--- config.mk ---
export PLATFORM = sky130hd
export DESIGN_NAME = request_encoder_8to3
export DESIGN_NICKNAME = d
export VERILOG_FILES = /design/src/rtl/enc_pkg.sv /design/src/rtl/request_encoder_8to3_rr_pick8.sv /design/src/rtl/request_encoder_8to3.sv
export SDC_FILE = /design/constraint.sdc
export NUM_CORES = 1
export LEC_CHECK = 0
export ABC_AREA = 1
export CAP_MARGIN = 20
export CORE_MARGIN = 3
export CORE_UTILIZATION = 52
export DETAILED_ROUTE_END_ITERATION = 12
export PLACE_DENSITY = 0.78
export SYNTH_ARGS = -nofsm -noshare
export SYNTH_HDL_FRONTEND = slang
export SYNTH_SLANG_ARGS = --single-unit
--- constraint.sdc ---
create_clock -name clk -period 5.04 [get_ports clk]
set_clock_uncertainty 0.2 [all_clocks]
set_input_delay 1.512 -clock clk [delete_from_list [all_inputs] [get_ports clk]]
set_output_delay 1.512 -clock clk [all_outputs]
set_load 0.03 [all_outputs]
--- src/rtl/enc_pkg.sv ---
// Shared sizing and types for the 8-to-3 request encoder.
package enc_pkg;
  localparam int N_REQ  = 8;
  localparam int ADDR_W = $clog2(N_REQ);

  typedef logic [N_REQ-1:0]  req_vec_t;
  typedef logic [ADDR_W-1:0] addr_t;
endpackage

--- src/rtl/request_encoder_8to3_rr_pick8.sv ---
// Round-robin picker: first set bit of cand scanning upward from start, wrapping 7 -> 0.
module rr_pick8
  import enc_pkg::*;
(
  input  req_vec_t cand,
  input  addr_t    start,
  output logic     found,
  output addr_t    idx
);

  req_vec_t rot;
  addr_t    ffo;

  // Rotate right by start so bit 0 of rot is the first position scanned.
  for (genvar gi = 0; gi < N_REQ; gi++) begin : g_rot
    localparam addr_t OFS = addr_t'(gi);
    addr_t src;
    assign src     = OFS + start;
    assign rot[gi] = cand[src];
  end

  always_comb begin
    ffo = '0;
    for (int i = N_REQ - 1; i >= 0; i--) begin
      if (rot[i]) ffo = addr_t'(i);
    end
  end

  assign found = |rot;
  assign idx   = ffo + start;

endmodule

--- src/rtl/request_encoder_8to3.sv ---
// Sticky request capture with one-at-a-time round-robin issue on a valid/ready handshake.
module request_encoder_8to3
  import enc_pkg::*;
(
  input  logic     clk,
  input  logic     rst,
  input  req_vec_t req,
  input  logic     enable,
  output logic     out_valid,
  output addr_t    out_addr,
  input  logic     out_ready,
  output req_vec_t pending
);

  req_vec_t pending_reg, pending_next;
  addr_t    ptr_reg, ptr_next;
  logic     out_valid_reg, out_valid_next;
  addr_t    out_addr_reg, out_addr_next;

  logic     handshake;
  logic     load;
  logic     found;
  req_vec_t clr;
  req_vec_t cur_mask;
  req_vec_t cand;
  addr_t    start;
  addr_t    pick;

  assign handshake = out_valid_reg && out_ready;

  // clr drops the accepted bit; cur_mask hides the address already on the output.
  for (genvar gi = 0; gi < N_REQ; gi++) begin : g_bitsel
    assign clr[gi]      = handshake     && (out_addr_reg == ADDR_W'(gi));
    assign cur_mask[gi] = out_valid_reg && (out_addr_reg == ADDR_W'(gi));
  end

  assign cand  = pending_reg & ~cur_mask;
  assign start = handshake ? addr_t'(out_addr_reg + 3'd1) : ptr_reg;

  rr_pick8 u_pick (
    .cand  (cand),
    .start (start),
    .found (found),
    .idx   (pick)
  );

  assign load = (!out_valid_reg || handshake) && enable && found;

  always_comb begin
    pending_next   = (pending_reg & ~clr) | req;
    ptr_next       = ptr_reg;
    out_valid_next = out_valid_reg;
    out_addr_next  = out_addr_reg;
    if (handshake) begin
      ptr_next       = addr_t'(out_addr_reg + 3'd1);
      out_valid_next = 1'b0;
    end
    // A load overrides the drop so back-to-back grants have no bubble.
    if (load) begin
      out_valid_next = 1'b1;
      out_addr_next  = pick;
    end
  end

  always_ff @(posedge clk) begin
    if (rst) begin
      pending_reg   <= '0;
      ptr_reg       <= '0;
      out_valid_reg <= 1'b0;
      out_addr_reg  <= '0;
    end else begin
      pending_reg   <= pending_next;
      ptr_reg       <= ptr_next;
      out_valid_reg <= out_valid_next;
      out_addr_reg  <= out_addr_next;
    end
  end

  assign out_valid = out_valid_reg;
  assign out_addr  = out_addr_reg;
  assign pending   = pending_reg;

endmodule

==> impl_metrics.tcl, run 1 <==
set metrics [dict create \
    status "finished clean" \
    power_density_nw_per_um2 296.2 \
    timing.final.ws_setup_ns 0.3136 \
    syn_inst 216 \
    cap_violations 0 \
    yosys.cell_types.count 24 \
    syn_area_per_cell_um2 6.204 \
    critical_path.startpoint_type "input port" \
    ant_nets 0 \
    routedWlPerCell_um 13.00 \
    post-route-util 0.7134 \
    place_area_um2 1620 \
    grt-ovfl-total 0 \
    fmax_mhz 211.6 \
    hold_class "flip-flop to flip-flop" \
    antenna_found_initial 0 \
    rows 17 \
    grt_pass1_wl_um 6030 \
    hold_viol 0 \
    vias 1491 \
    fp.dieH_um 56.77 \
    ys_warn_count 0 \
    slew_viol_final 0 \
    core_area_um2 2318 \
    peakVddDrop_v 0.0002891 \
    drtIter0Drc 50 \
    timing.critical_path.to_type "flip-flop" \
    hpwl_um 2883 \
    setup_viol 0 \
    ys_ff_latch 15 \
    p_leak_nw 0.8140 \
    cts_made_buffers 3 \
    required_ns 5.04 \
    io_buffers 23 \
    cts_sinks 15 \
    grt_pass1_vias 1430 \
    totalPowerFinal_w 0.0004899 \
    dp_slack_ns -0.006144 \
    initial_core_util 0.5780 \
    area_growth_pct 23.44 \
    firstDrtPassIters 4 \
    cts_tree "yes" \
    io_pins 24 \
    clk_pin_slew_worst_paths_ns 0.09 \
    viasPerCell 5.462 \
    cp.arrival_ns 4.73 \
    finalWirelength_um 3550 \
    die_area_um2 3222 \
    clockRootBuffer "clkbuf_4" \
    final_cell_area_um2 1654 \
    netlist_area_um2 1340 \
    synth_fp_nets 238 \
    grt_util_all_layers 0.2357 \
    worst_pin_slew_ns 0.5785 \
    timing.hold.ws_ns 0.2954 \
    crit_type "input port to flip-flop" \
    nNetsFinal 268 \
    finalCriticalPeriod_ns 4.726 \
    final_layout_size_suffix_gt1_frac 0.1061 \
    h-tree-depth 1 \
    place_congestion 0.8172 \
    yosysSeqAreaShare 0.2241 \
    crit_fanout 9 \
    largest_register_ffs 8 \
    clk_latency_ns 0.30 \
    route.detailed.drc 0 \
    clockBufferDepth 2 \
    fp.dieW_um 56.77 \
    rsz0062_at_grt "false" \
    slew_headroom 0.6131 \
    grt_max_degree 17 \
    antennaDiodeCount 0 \
    finalCritPeriodShare 0.9378 \
]
==> cells in the mapped netlist, drive strengths merged <==
cell type | number | area share
nand2 | 86 | 0.26
buf | 2 | 0.014
clkinv | 2 | 0.0065
inv | 17 | 0.048
clkbuf | 1 | 0.0028
a21oi | 15 | 0.059
fa | 1 | 0.015
ha | 9 | 0.084
o21ai | 9 | 0.034
nand3 | 45 | 0.17
xnor2 | 2 | 0.019
nor2 | 8 | 0.028
xor2 | 2 | 0.024
dfxtp | 15 | 0.22
a21boi | 2 | 0.011
==> power breakdown <==
group          internal (W)  switching (W)  leakage, nW
Combinational      0.000103       0.000169        0.674
Sequential         0.000130      0.0000154        0.125
Clock             0.0000309      0.0000416       0.0150
Total              0.000264       0.000226        0.814
==> final timing paths <==
kind,from,slack [ns],cells after the start,to
min reg2reg,pending[0],0.30,2,pending[0]
max reg2reg,out_addr[2],1.20,18,out_addr[2]
min,pending[0],0.30,2,pending[0]
max,out_ready,0.31,20,out_addr[2]
==> final cells by class <==
cell class / instances / area [µm²]
tap: 28 / 35.03
fill: 194 / 664.4
clock buffer: 4 / 26.28
multi-input combinational: 179 / 952.2
sequential: 15 / 300.3
timing repair buffer: 28 / 267.8
inverter: 19 / 72.57
==> placed cells by master, fill, tap and decap left out, drive strengths merged <==
cell type,instances
nand2,86
nor2,8
a21boi,2
xor2,2
xnor2,2
clkbuf,4
fa,1
dfxtp,15
inv,17
a21oi,15
clkdlybuf4s50,23
o21ai,9
ha,9
clkinv,2
nand3,45
buf,5
==> metal layers <==
| layer | vias to the layer above | track usage | wire length [µm] |
|---|---|---|---|
| met1 | 669 | 0.2737 | 1504 |
| met3 | 9 | 0.06207 | 226 |
| met5 | - | 0 | 0 |
| li1 | 762 | - | - |
| met2 | 51 | 0.4109 | 1755 |
| met4 | 0 | 0.08609 | 63 |
==> timing repair <==
item / 4_1_cts / 5_1_grt
hold buffers: 0 / 0
buffers inserted: 0 / 0
resized for setup: 0 / 1
endpoints found under the setup margin: 0 / 1
==> critical path: stages <==
cell,delay [ns]
clkdlybuf4s50_1,0.58
nand2_2,0.12
nand2_2,0.12
nand2_4,0.10
ha_1,0.38
inv_1,0.10
nand3_1,0.14
nand3_1,0.10
o21ai_1,0.12
o21ai_0,0.11
nand2_1,0.06
nand2_1,0.04
nand2_1,0.05
a21boi_0,0.09
ha_1,0.20
fa_1,0.41
xnor2_2,0.20
nand3_1,0.09
a21oi_1,0.14
nor2_1,0.05
==> through the flow <==
step / std cells / TNS [ns]
6_report: 273 / 0
5_1_grt: 273 / 0
4_1_cts: 273 / 0
3_3_place_gp: 269 / 0
2_1_floorplan: 216 / 0
3_5_place_dp: 269 / -0.006144
==> logic make-up (layout without fill, tap and decap cells) <==
group | Yosys count | after routing | share of synthesized area
buf+inv | 22 | 51 | 0.07095
fa+ha+maj | 10 | 10 | 0.09898
compound gates | 26 | 26 | 0.1036
xor+xnor | 4 | 4 | 0.04295
simple gates | 139 | 139 | 0.4594
flops | 15 | 15 | 0.2241
Power figures use the tool's default switching activity.
==> run 2: changes to the inputs <==
--- a/config.mk
+++ b/config.mk
@@ -10,7 +10,9 @@
 export CORE_MARGIN = 3
 export CORE_UTILIZATION = 52
 export DETAILED_ROUTE_END_ITERATION = 12
+export MAX_ROUTING_LAYER = met4
 export PLACE_DENSITY = 0.78
 export SYNTH_ARGS = -nofsm -noshare
 export SYNTH_HDL_FRONTEND = slang
+export SYNTH_HIERARCHICAL = 1
 export SYNTH_SLANG_ARGS = --single-unit
==> run 2 against run 1 <==
Compared with the run above:
- highest routed layer unchanged
- largest cell class unchanged
- critical path type unchanged
- via count fell by 2.1%
- non-clock buffer count rose by 6
- die area rose by 1.4%
==> impl_metrics.tcl, run 2 <==
set metrics [dict create \
    status "finished clean" \
    rr_startpoint "out_addr[0]" \
    yosys.cell_types.count 27 \
    cp.arrival_ns 4.38 \
    synthTopCellsByArea "dfxtp_1 (22%), nand2_1 (21%), inv_1 (11%)" \
    viasPerCell 5.087 \
    fill_cells 214 \
    area_growth_pct 26.10 \
    ant_nets 0 \
    clk_latency_ns 0.29 \
    async_flop_share 0 \
    synthMostInstantiatedCell "nand2_1" \
    pwr-share-comb 0.563 \
    p_leak_nw 0.9464 \
    firstDrtPassIters 4 \
    final_common_cell "nand2_1" \
    timing.critical_path.to_type "flip-flop" \
    power_density_nw_per_um2 283.5 \
    crit_type "input port to flip-flop" \
    p_int_w 0.0002751 \
    grt_util_all_layers 0.2204 \
    grt_max_degree 14 \
    dp_slack_ns -0.2391 \
    peakVddDrop_v 0.0002214 \
    hold_viol 0 \
    finalCriticalPeriod_ns 4.386 \
    cts_setup_buffers 0 \
    clk_pin_slew_worst_paths_ns 0.10 \
    fmax_mhz 228.0 \
    fin_cells 287 \
    cts_made_buffers 3 \
    critical_path.startpoint_type "input port" \
    slew_headroom 0.6806 \
    r2r_end "out_addr[2]" \
    core_area_um2 2340 \
    place_congestion 0.8655 \
    yosysSeqAreaShare 0.2206 \
    cp_slowest_cell "fa_1" \
    vias 1460 \
    hold_class "flip-flop to flip-flop" \
    synth_edf_count 0 \
    drtIter0Drc 46 \
    antenna_found_initial 0 \
    finalWirelength_um 3266 \
    rsz0062_at_grt "false" \
    fp.dieW_um 57.17 \
    slew_viol_final 0 \
    crit_path_frequent_cell "nand2_1" \
    setup_viol 0 \
    rows 17 \
    synth_top_family_by_area "simple AND/OR/NAND/NOR gates" \
    nNetsFinal 282 \
    io_pins 24 \
    worst-path-buf-inv 6 \
    largest_register_ffs 8 \
    synth-main-ff-cell "dfxtp_1" \
    ys_ff_latch 15 \
    initial_core_util 0.5818 \
    netlist_top_cells_count "nand2_1 (76), inv_1 (41), nand3_1 (20), dfxtp_1 (15), nor2_1 (13)" \
    finalCritPeriodShare 0.8702 \
    synth-simple-area-share 0.3925 \
    final_layout_size_suffix_gt1_frac 0.1429 \
    cp_top_family "simple AND/OR/NAND/NOR gates" \
    yosysTopAreaCell "dfxtp_1" \
    route.detailed.drc 0 \
    worstHoldStart "pending[5]" \
    grt_pass1_vias 1437 \
    syn_inst 226 \
    synth_mux_area_frac 0 \
    required_ns 5.04 \
    r2r_cells 25 \
    h-tree-depth 1 \
    synth_fa_ha_area_frac 0.09743 \
    final_cell_mix "nand2_1 (76), inv_1 (39), clkdlybuf4s50_1 (22), nand3_1 (20), dfxtp_1 (15)" \
    synth_compound_area_frac 0.1057 \
    hpwl_um 2674 \
    fp.dieH_um 57.17 \
    critPathMaxStageDelay_ns 0.37 \
    clockRootBuffer "clkbuf_4" \
    place_area_um2 1667 \
    power.share.clock 0.144 \
    final_cell_area_um2 1717 \
    syn_area_per_cell_um2 6.023 \
    r2r_setup_slack_ns 1.29 \
    cts_sinks 15 \
    clockBufferDepth 2 \
    timing.final.ws_setup_ns 0.6544 \
    routedWlPerCell_um 11.38 \
    ctsResizeCount 0 \
    antennaDiodeCount 0 \
    place_inst 283 \
    synthXorXnorAreaFrac 0.02482 \
    grt-ovfl-total 0 \
    cap_violations 0 \
    holdBufCountCts 0 \
    synth_fp_nets 248 \
    power.switching_w 0.0002115 \
    whs_path_depth 2 \
    io_buffers 23 \
    ys_warn_count 6 \
    seqPwrFrac 0.293 \
    worst_pin_slew_ns 0.4777 \
    switching_share 0.4346 \
    totalPowerFinal_w 0.0004866 \
    crit_fanout 6 \
    holdPathEnd "pending[5]" \
    netlist_area_um2 1361 \
    synth_top_area_frac 0.2206 \
    cts_tree "yes" \
    grt_pass1_wl_um 5796 \
    die_area_um2 3268 \
]
-- run 2: cell count changes after synthesis, moves of 2 or more --
cell      previous run  this run
nor2_1               7        13
inv_2                1         3
inv_1               16        41
xor2_2               2         0
a21oi_1             14        10
buf_6                1         3
nand3b_1             0         4
nand3_1             45        20
nand2_2              9         7
-- run 2: tightest hold or removal path, cell delays in order, from the launching register on --
cell     delay, ns
dfxtp_1       0.33
o21ai_0       0.07
a21oi_1       0.06
-- run 2: cell families after synthesis --
kind of cell / count (synthesis)
and+or+nand+nor: 123
buffers and inverters: 50
AOI/OAI and AO/OA: 25
DFF: 15
adders and majority gates: 10
xor gates and xnor gates: 3
-- run 2: power groups by stage --
stage / Combinational [W] / Clock, W / Sequential [W]
detailed placement: 0.000266 / 0 / 0.000145
global placement: 0.000257 / 0 / 0.000144
CTS: 0.000268 / 0.0000712 / 0.000142
finish: 0.000274 / 0.0000701 / 0.000142
global route: 0.000311 / 0.0000776 / 0.000144
floorplan: 0.000175 / 0 / 0.000157
-- run 2: layout make-up --
cell class | count | area, µm² | share of cell area
multi-input combinational | 161 | 864.6 | 0.5036
timing repair buffer | 34 | 315.3 | 0.1837
inverter | 45 | 173.9 | 0.1013
clock inverter | 1 | 5.005 | 0.002915
clock buffer | 3 | 22.52 | 0.01312
sequential | 15 | 300.3 | 0.1749
tap | 28 | 35.03 | 0.02041
-- run 2: metal layers --
layer	share of wire	routed length [µm]	vias up	track usage
li1	-	-	754	-
met1	0.47	1526	673	0.2639
met2	0.48	1573	31	0.3850
met3	0.044	145	2	0.04525
met4	0.0064	21	0	0.03642
met5	0	0	-	-
-- run 2: worst max path at each step --
stage | startpoint | end | cells past startpoint
5_1_grt | out_ready | out_addr[2] | 27
2_1_floorplan | out_ready | out_addr[2] | 27
6_report | out_ready | out_addr[2] | 25
3_5_place_dp | out_ready | out_addr[2] | 27
4_1_cts | out_ready | out_addr[2] | 27
3_3_place_gp | out_ready | out_addr[2] | 27
-- run 2: stage by stage --
stage                     utilization  TNS (ns)  hold WS (ns)
after CTS                      0.7241         0        0.2981
after global placement         0.7123   -0.1445        0.2654
final                          0.7337         0        0.2956
after global routing           0.7337         0        0.3120
after detailed placement       0.7123   -0.2391        0.2854
after floorplan                     -         0        0.3234
==> run 3: changes to the inputs <==
--- a/config.mk
+++ b/config.mk
@@ -5,13 +5,12 @@
 export SDC_FILE = /design/constraint.sdc
 export NUM_CORES = 1
 export LEC_CHECK = 0
-export ABC_AREA = 1
 export CAP_MARGIN = 20
 export CORE_MARGIN = 3
-export CORE_UTILIZATION = 52
+export CORE_UTILIZATION = 54
 export DETAILED_ROUTE_END_ITERATION = 12
 export MAX_ROUTING_LAYER = met4
-export PLACE_DENSITY = 0.78
+export PLACE_DENSITY = 0.79
 export SYNTH_ARGS = -nofsm -noshare
 export SYNTH_HDL_FRONTEND = slang
 export SYNTH_HIERARCHICAL = 1
==> run 3 against run 2 <==
Compared with the run above:
- synthesized cell count is 28% lower
- combinational power is 110% higher
- register-to-register slack worse by 0.39 ns
- sequential share of layout area is 2.1 points lower
- critical path type unchanged
- clock power is 2% lower
==> impl_metrics.tcl, run 3 <==
set metrics [dict create \
    status "finished clean" \
    worst_pin_slew_ns 0.8247 \
    final_common_cell "buf_4" \
    post-route-util 0.7551 \
    synthMostInstantiatedCell "dfxtp_1" \
    finalCritPeriodShare 0.9765 \
    final_layout_size_suffix_gt1_frac 0.2451 \
    cp.arrival_ns 4.89 \
    hold_class "flip-flop to flip-flop" \
    power_density_nw_per_um2 420.8 \
    antennaDiodeCount 0 \
    yosys.cell_types.count 43 \
    synth_fp_nets 185 \
    synth_mux_area_frac 0.2911 \
    io_buffers 23 \
    synth_fa_ha_area_frac 0.08667 \
    fp.dieH_um 59.23 \
    cap_violations 0 \
    core_area_um2 2590 \
    required_ns 5.00 \
    routedWlPerCell_um 16.69 \
    fin_setup_tns_ns 0 \
    synth-main-ff-cell "dfxtp_1" \
    nNetsFinal 227 \
    cts_sinks 15 \
    firstDrtPassIters 4 \
    ys_ff_latch 15 \
    grtUsageMet1 0.3018 \
    clk_pin_slew_worst_paths_ns 0.09 \
    hold_viol 0 \
    route.detailed.drc 0 \
    area_growth_pct 27.80 \
    crit_type "input port to flip-flop" \
    rsz0062_at_grt "false" \
    antenna_found_initial 0 \
    async_flop_share 0 \
    synth_top_area_frac 0.1962 \
    p_leak_nw 0.7882 \
    cts_tree "yes" \
    grt.met3_usage 0.03922 \
    hpwl_um 3182 \
    synth-simple-area-share 0.1823 \
    slew_viol_final 0 \
    netlist_area_um2 1530 \
    crit_fanout 10 \
    synth_compound_area_frac 0.1464 \
    synthTopCellsByArea "dfxtp_1 (20%), mux4_2 (10%), mux2i_1 (8.5%)" \
    drtIter0Drc 54 \
    timing.hold.ws_ns 0.2779 \
    grt_util_all_layers 0.2444 \
    finalCriticalPeriod_ns 4.922 \
    h-tree-depth 1 \
    viasPerCell 5.991 \
    fmax_mhz 203.2 \
    fill_cells 190 \
    critical_path.startpoint_type "input port" \
    finalWirelength_um 3906 \
    ant_nets 0 \
    rows 18 \
    synth_edf_count 0 \
    initial_core_util 0.5908 \
    place_congestion 0.8853 \
    fp.dieW_um 59.23 \
    ys_warn_count 6 \
    die_area_um2 3508 \
    cts_made_buffers 3 \
    peakVddDrop_v 0.0004343 \
    cts_setup_buffers 0 \
    syn_inst 163 \
    grt-ovfl-total 0 \
    clk_latency_ns 0.28 \
    netlist_top_cells_count "dfxtp_1 (15), mux2i_1 (13), nor2_1 (13)" \
    slew_headroom 0.4452 \
    final_cell_mix "buf_4 (23), clkdlybuf4s50_1 (22), dfxtp_1 (15), mux2i_1 (13), nor2_1 (13)" \
    io_pins 24 \
    vias 1402 \
    grt_pass1_vias 1406 \
    grt_pass1_wl_um 6423 \
    grt_max_degree 19 \
    setup_viol 0 \
    clockBufferDepth 2 \
    holdBufCountCts 0 \
    top_usage_layer "met2" \
    yosysSeqAreaShare 0.1962 \
    clockRootBuffer "clkbuf_4" \
    timing.critical_path.to_type "flip-flop" \
    grtUsageMet2 0.4087 \
    synthXorXnorAreaFrac 0.02862 \
    largest_register_ffs 8 \
    synth_top_family_by_area "multiplexers" \
    yosysTopAreaCell "dfxtp_1" \
    syn_area_per_cell_um2 9.388 \
]
## run 3: cell count changes in the layout (fill, tap and decap cells not counted), sizes merged, moves of 6 or more
cell and delta:
a21boi +6, buf +13, inv -35, mux2 +9
mux2i +13, mux4 +9, nand2 -76, nand2b +6
nand3 -18, nor3 +6, o21ai -7
## run 3: final timing paths
check / slack, ns / start / cells after the start / endpoint
min reg2reg: 0.28 / ptr_reg[2] / 2 / ptr_reg[2]
max reg2reg: 0.90 / out_valid / 16 / out_addr[2]
max: 0.12 / out_ready / 17 / out_addr[2]
min: 0.28 / ptr_reg[2] / 2 / ptr_reg[2]
## run 3: what timing repair did
action / 4_1_cts / 5_1_grt
endpoints found under the hold margin: 0 / 0
setup endpoints to repair: 2 / 0
gates resized for setup: 3 / 0
## run 3: through the flow
stage          setup WS, ns  instance area [µm²]  instances  power [W]
3_3_place_gp        -0.3017                 1923        230  0.0007183
6_report             0.1185                 1956        234  0.0008230
4_1_cts              0.1339                 1956        234  0.0008217
2_1_floorplan      0.002306                 1530        163  0.0005448
5_1_grt            0.008055                 1956        234  0.0008789
3_5_place_dp        -0.4959                 1923        230  0.0007433
## run 3: final cells by class
type | count | area, µm² | area share
well taps | 30 | 37.54 | 0.01919
repair buffers | 47 | 421.7 | 0.2156
flip-flops and latches | 15 | 300.3 | 0.1536
inverters | 10 | 37.54 | 0.01919
multi-input cells | 128 | 1132 | 0.5790
clock buffers | 4 | 26.28 | 0.01344
## run 3: metal layers
layer / part of all wire / vias to the layer above
met5: 0 / -
met4: 0.012 / 0
met3: 0.036 / 6
met2: 0.51 / 40
met1: 0.44 / 671
li1: - / 685
## run 3: logic make-up after synthesis
kind of cell | after synthesis
AND/OR/NAND/NOR | 51
AO/OA/AOI/OAI | 31
multiplexers | 31
buffers and inverters | 20
flip-flops | 15
adder cells (fa/ha/maj) | 10
XOR/XNOR | 5
## run 3: worst max-delay path: stages
cell           delay, ns
dlygate4sd2_1       0.26
nand2_2             0.10
mux2_4              0.34
inv_1               0.08
ha_1                0.26
buf_12              0.16
mux2i_1             0.14
mux4_2              0.54
o211ai_1            0.24
a31oi_1             0.15
a211oi_2            0.18
ha_2                0.19
inv_1               0.04
fa_1                0.37
xor2_1              0.17
nand2b_1            0.08
mux2i_1             0.07
## run 3: where the power goes
part           total [W]  internal, W  switching (W)
clock          0.0000686    0.0000307      0.0000379
sequential      0.000167     0.000137      0.0000306
combinational   0.000587     0.000297       0.000290
total           0.000823     0.000464       0.000359
==> patch (config.mk and constraints of run 1) <==
Reset style: asynchronous (`rst`), changed in one clocked block.
--- a/src/rtl/request_encoder_8to3.sv
+++ b/src/rtl/request_encoder_8to3.sv
@@ -63,5 +63,5 @@
   end
 
-  always_ff @(posedge clk) begin
+  always_ff @(posedge clk or posedge rst) begin
     if (rst) begin
       pending_reg   <= '0;
Function: differs if rst is asserted again (counterexample within 4 cycles, from zero or initial values and one cycle with rst high); with rst held inactive, the same outputs for 10 cycles.
==> patch against run 1 <==
Routed wire length down 3.3%; first-iteration DRC count rose by 56%; design area down 2.0%; final cell count fell by 6.2%; area after synthesis is 1.5% higher; worst hold slack gained 29 ps; sequential cell count is the same; global-route usage decreased by 1.0 points; setup slack improved by 73 ps; critical path type unchanged.
Power is not compared: it rests on default switching activity, and its combinational part moved more than twofold at a synthesized area within 25%.
==> patch: results (changes against run 1) <==
- Share of cells above drive strength 1: 7.456% (was 10.61%)
- XOR/XNOR Fraction of Synth Area: 0.6440% (was 4.295%)
- Netlist cell types: 22 (was 24)
- Worst-path fanout max: 11 (was 9)
- Synthesized Nets: 225 (was 238)
- Post-synth ARST share: 100.0% (was 0%)
- Post-cts resize count: 0 (unchanged)
- Initial drt markers: 78 (was 50)
- Num CTS Buffers: 3 (unchanged)
- HP Class: register to register (unchanged)
- Post-synthesis adder-cell area fraction: 8.832% (was 9.897%)
- Top post-synthesis cells by area: dfrtp_1 (28%), nand2_1 (21%), nand3_1 (18%), ha_1 (7.4%), inv_1 (4.4%) (was dfxtp_1 (22%), nand2_1 (21%), nand3_1 (17%), ha_1 (8.4%), a21oi_1 (5.2%))
- Final instance area: 1620 sq um (was 1654 sq um)
- Gr usage total: 22.52% (was 23.57%)
- Worst-Margin Slew: 654.4 ps (was 578.5 ps)
- Worst path slowest cell: clkdlybuf4s50_1 (unchanged)
- Count of input and output buffers: 23 (unchanged)
- H-tree levels: 1 (unchanged)
- Primary FF master, synth: dfrtp_1 (was dfxtp_1)
- Antenna diodes: 0 (unchanged)
- Reg clk slew, reported paths: 90 ps (about the same)
- Synth Warn #: 0 (unchanged)
- Clock Latency Late Sink: 290 ps
- Worst VDD drop: 0.3776 mV
- Antenna violations before repair: 0 (unchanged)
- Pleak: 0.0008167 uW
- Clock buffer depth: 2 (unchanged)
- Total grt overflow: 0 (unchanged)
- Vias in the first global route: 1298 (was 1430)
- CTS root buf: clkbuf_4 (unchanged)
- First drt pass iteration count: 4 (unchanged)
- Status: finished, final reports clean (unchanged)
- Area post-placement: 1594 sq um (was 1620 sq um)
- Max reg flops: 8 (unchanged)
- Post-synth top cells: nand2_1 (77), nand3_1 (49), inv_1 (16) (was nand2_1 (76), nand3_1 (45), inv_1 (16))
- Final #Nets: 250 (was 268)
- Syn Inst Count: 204 (was 216)
- Number of setup buffers added after CTS: 0 (unchanged)
- Dpl cells: 252 (was 269)
- Residual DRC: 0 (unchanged)
- Hpwl dp: 2770 um (was 2883 um)
- Largest net degree at the start of global routing: 23 (was 17)
- Mux contribution to synthesized area: 0% (unchanged)
- Via count: 1418 (was 1491)
- Post-synthesis sequential area ratio: 27.60% (was 22.41%)
- Crit-path max cell delay: 610 ps (was 580 ps)
- Final RePlAce weighted congestion: 0.8914 (was 0.8172)
- Complex-gate fraction of the synthesized area: 6.900% (was 10.36%)
- WL per Instance: 13.41 um (was 13.00 um)
- Crit path DAT: 4640 ps (was 4730 ps)
- Place WS: 145.1 ps (was -6.144 ps)
- First-pass GRT wire length: 5982 um (was 6030 um)
- Vias per Instance: 5.539 (was 5.462)
- Filler Cells Inserted: 220 (was 194)
## patch: cell types whose count changed in the layout (fill, tap and decap cells not counted), sizes merged, moves of 4 or more
| cell | run 1 | this run |
|---|---|---|
| dfrtp | 0 | 15 |
| dfxtp | 15 | 0 |
| a21oi | 15 | 4 |
| o21ai | 9 | 2 |
| a21o | 0 | 6 |
| nand4 | 0 | 6 |
| nor2 | 8 | 3 |
| nand3 | 45 | 49 |
## patch: per-layer routing
| layer | GRT usage [%] | vias up | wire, um |
|---|---|---|---|
| met4 | 3.311 | 0 | 29 |
| met5 | 0 | - | 0 |
| met1 | 31.67 | 647 | 1484 |
| li1 | - | 720 | - |
| met3 | 5.204 | 5 | 275 |
| met2 | 36.05 | 46 | 1644 |
## patch: final timing paths
check / cells after the start / slack [ps] / endpoint / start
max: 21 / 390 / out_addr[2] / out_ready
min: 1 / 320 / pending[6] / pending[6]
max reg2reg: 24 / 1370 / out_addr[2] / out_addr[0]
min reg2reg: 1 / 320 / pending[6] / pending[6]
max in group asynchronous: 2 / 2860 / pending[4] / rst
min in group asynchronous: 2 / 1390 / pending[7] / rst
## patch: report_power, final
part | switching, uW | internal [uW] | leakage, uW
clock | 39.0 | 30.8 | 0.0000150
combinational | 459 | 254 | 0.000646
sequential | 35.9 | 149 | 0.000155
total | 534 | 434 | 0.000817
## patch: worst max-delay path: cells and delay by family
family,cells,cell delay (ps)
buffers and inverters,2,820
xor gates and xnor gates,1,180
adders and majority gates,2,570
and+or+nand+nor,15,1490
AOI/OAI and AO/OA,1,80
## patch: layout make-up
cell class                 instances  share of cell area (%)
timing repair buffer              26                   15.60
inverter                          17                   3.938
tap                               28                   2.162
multi-input combinational        166                   53.51
clock buffer                       4                   1.622
sequential                        15                   23.17
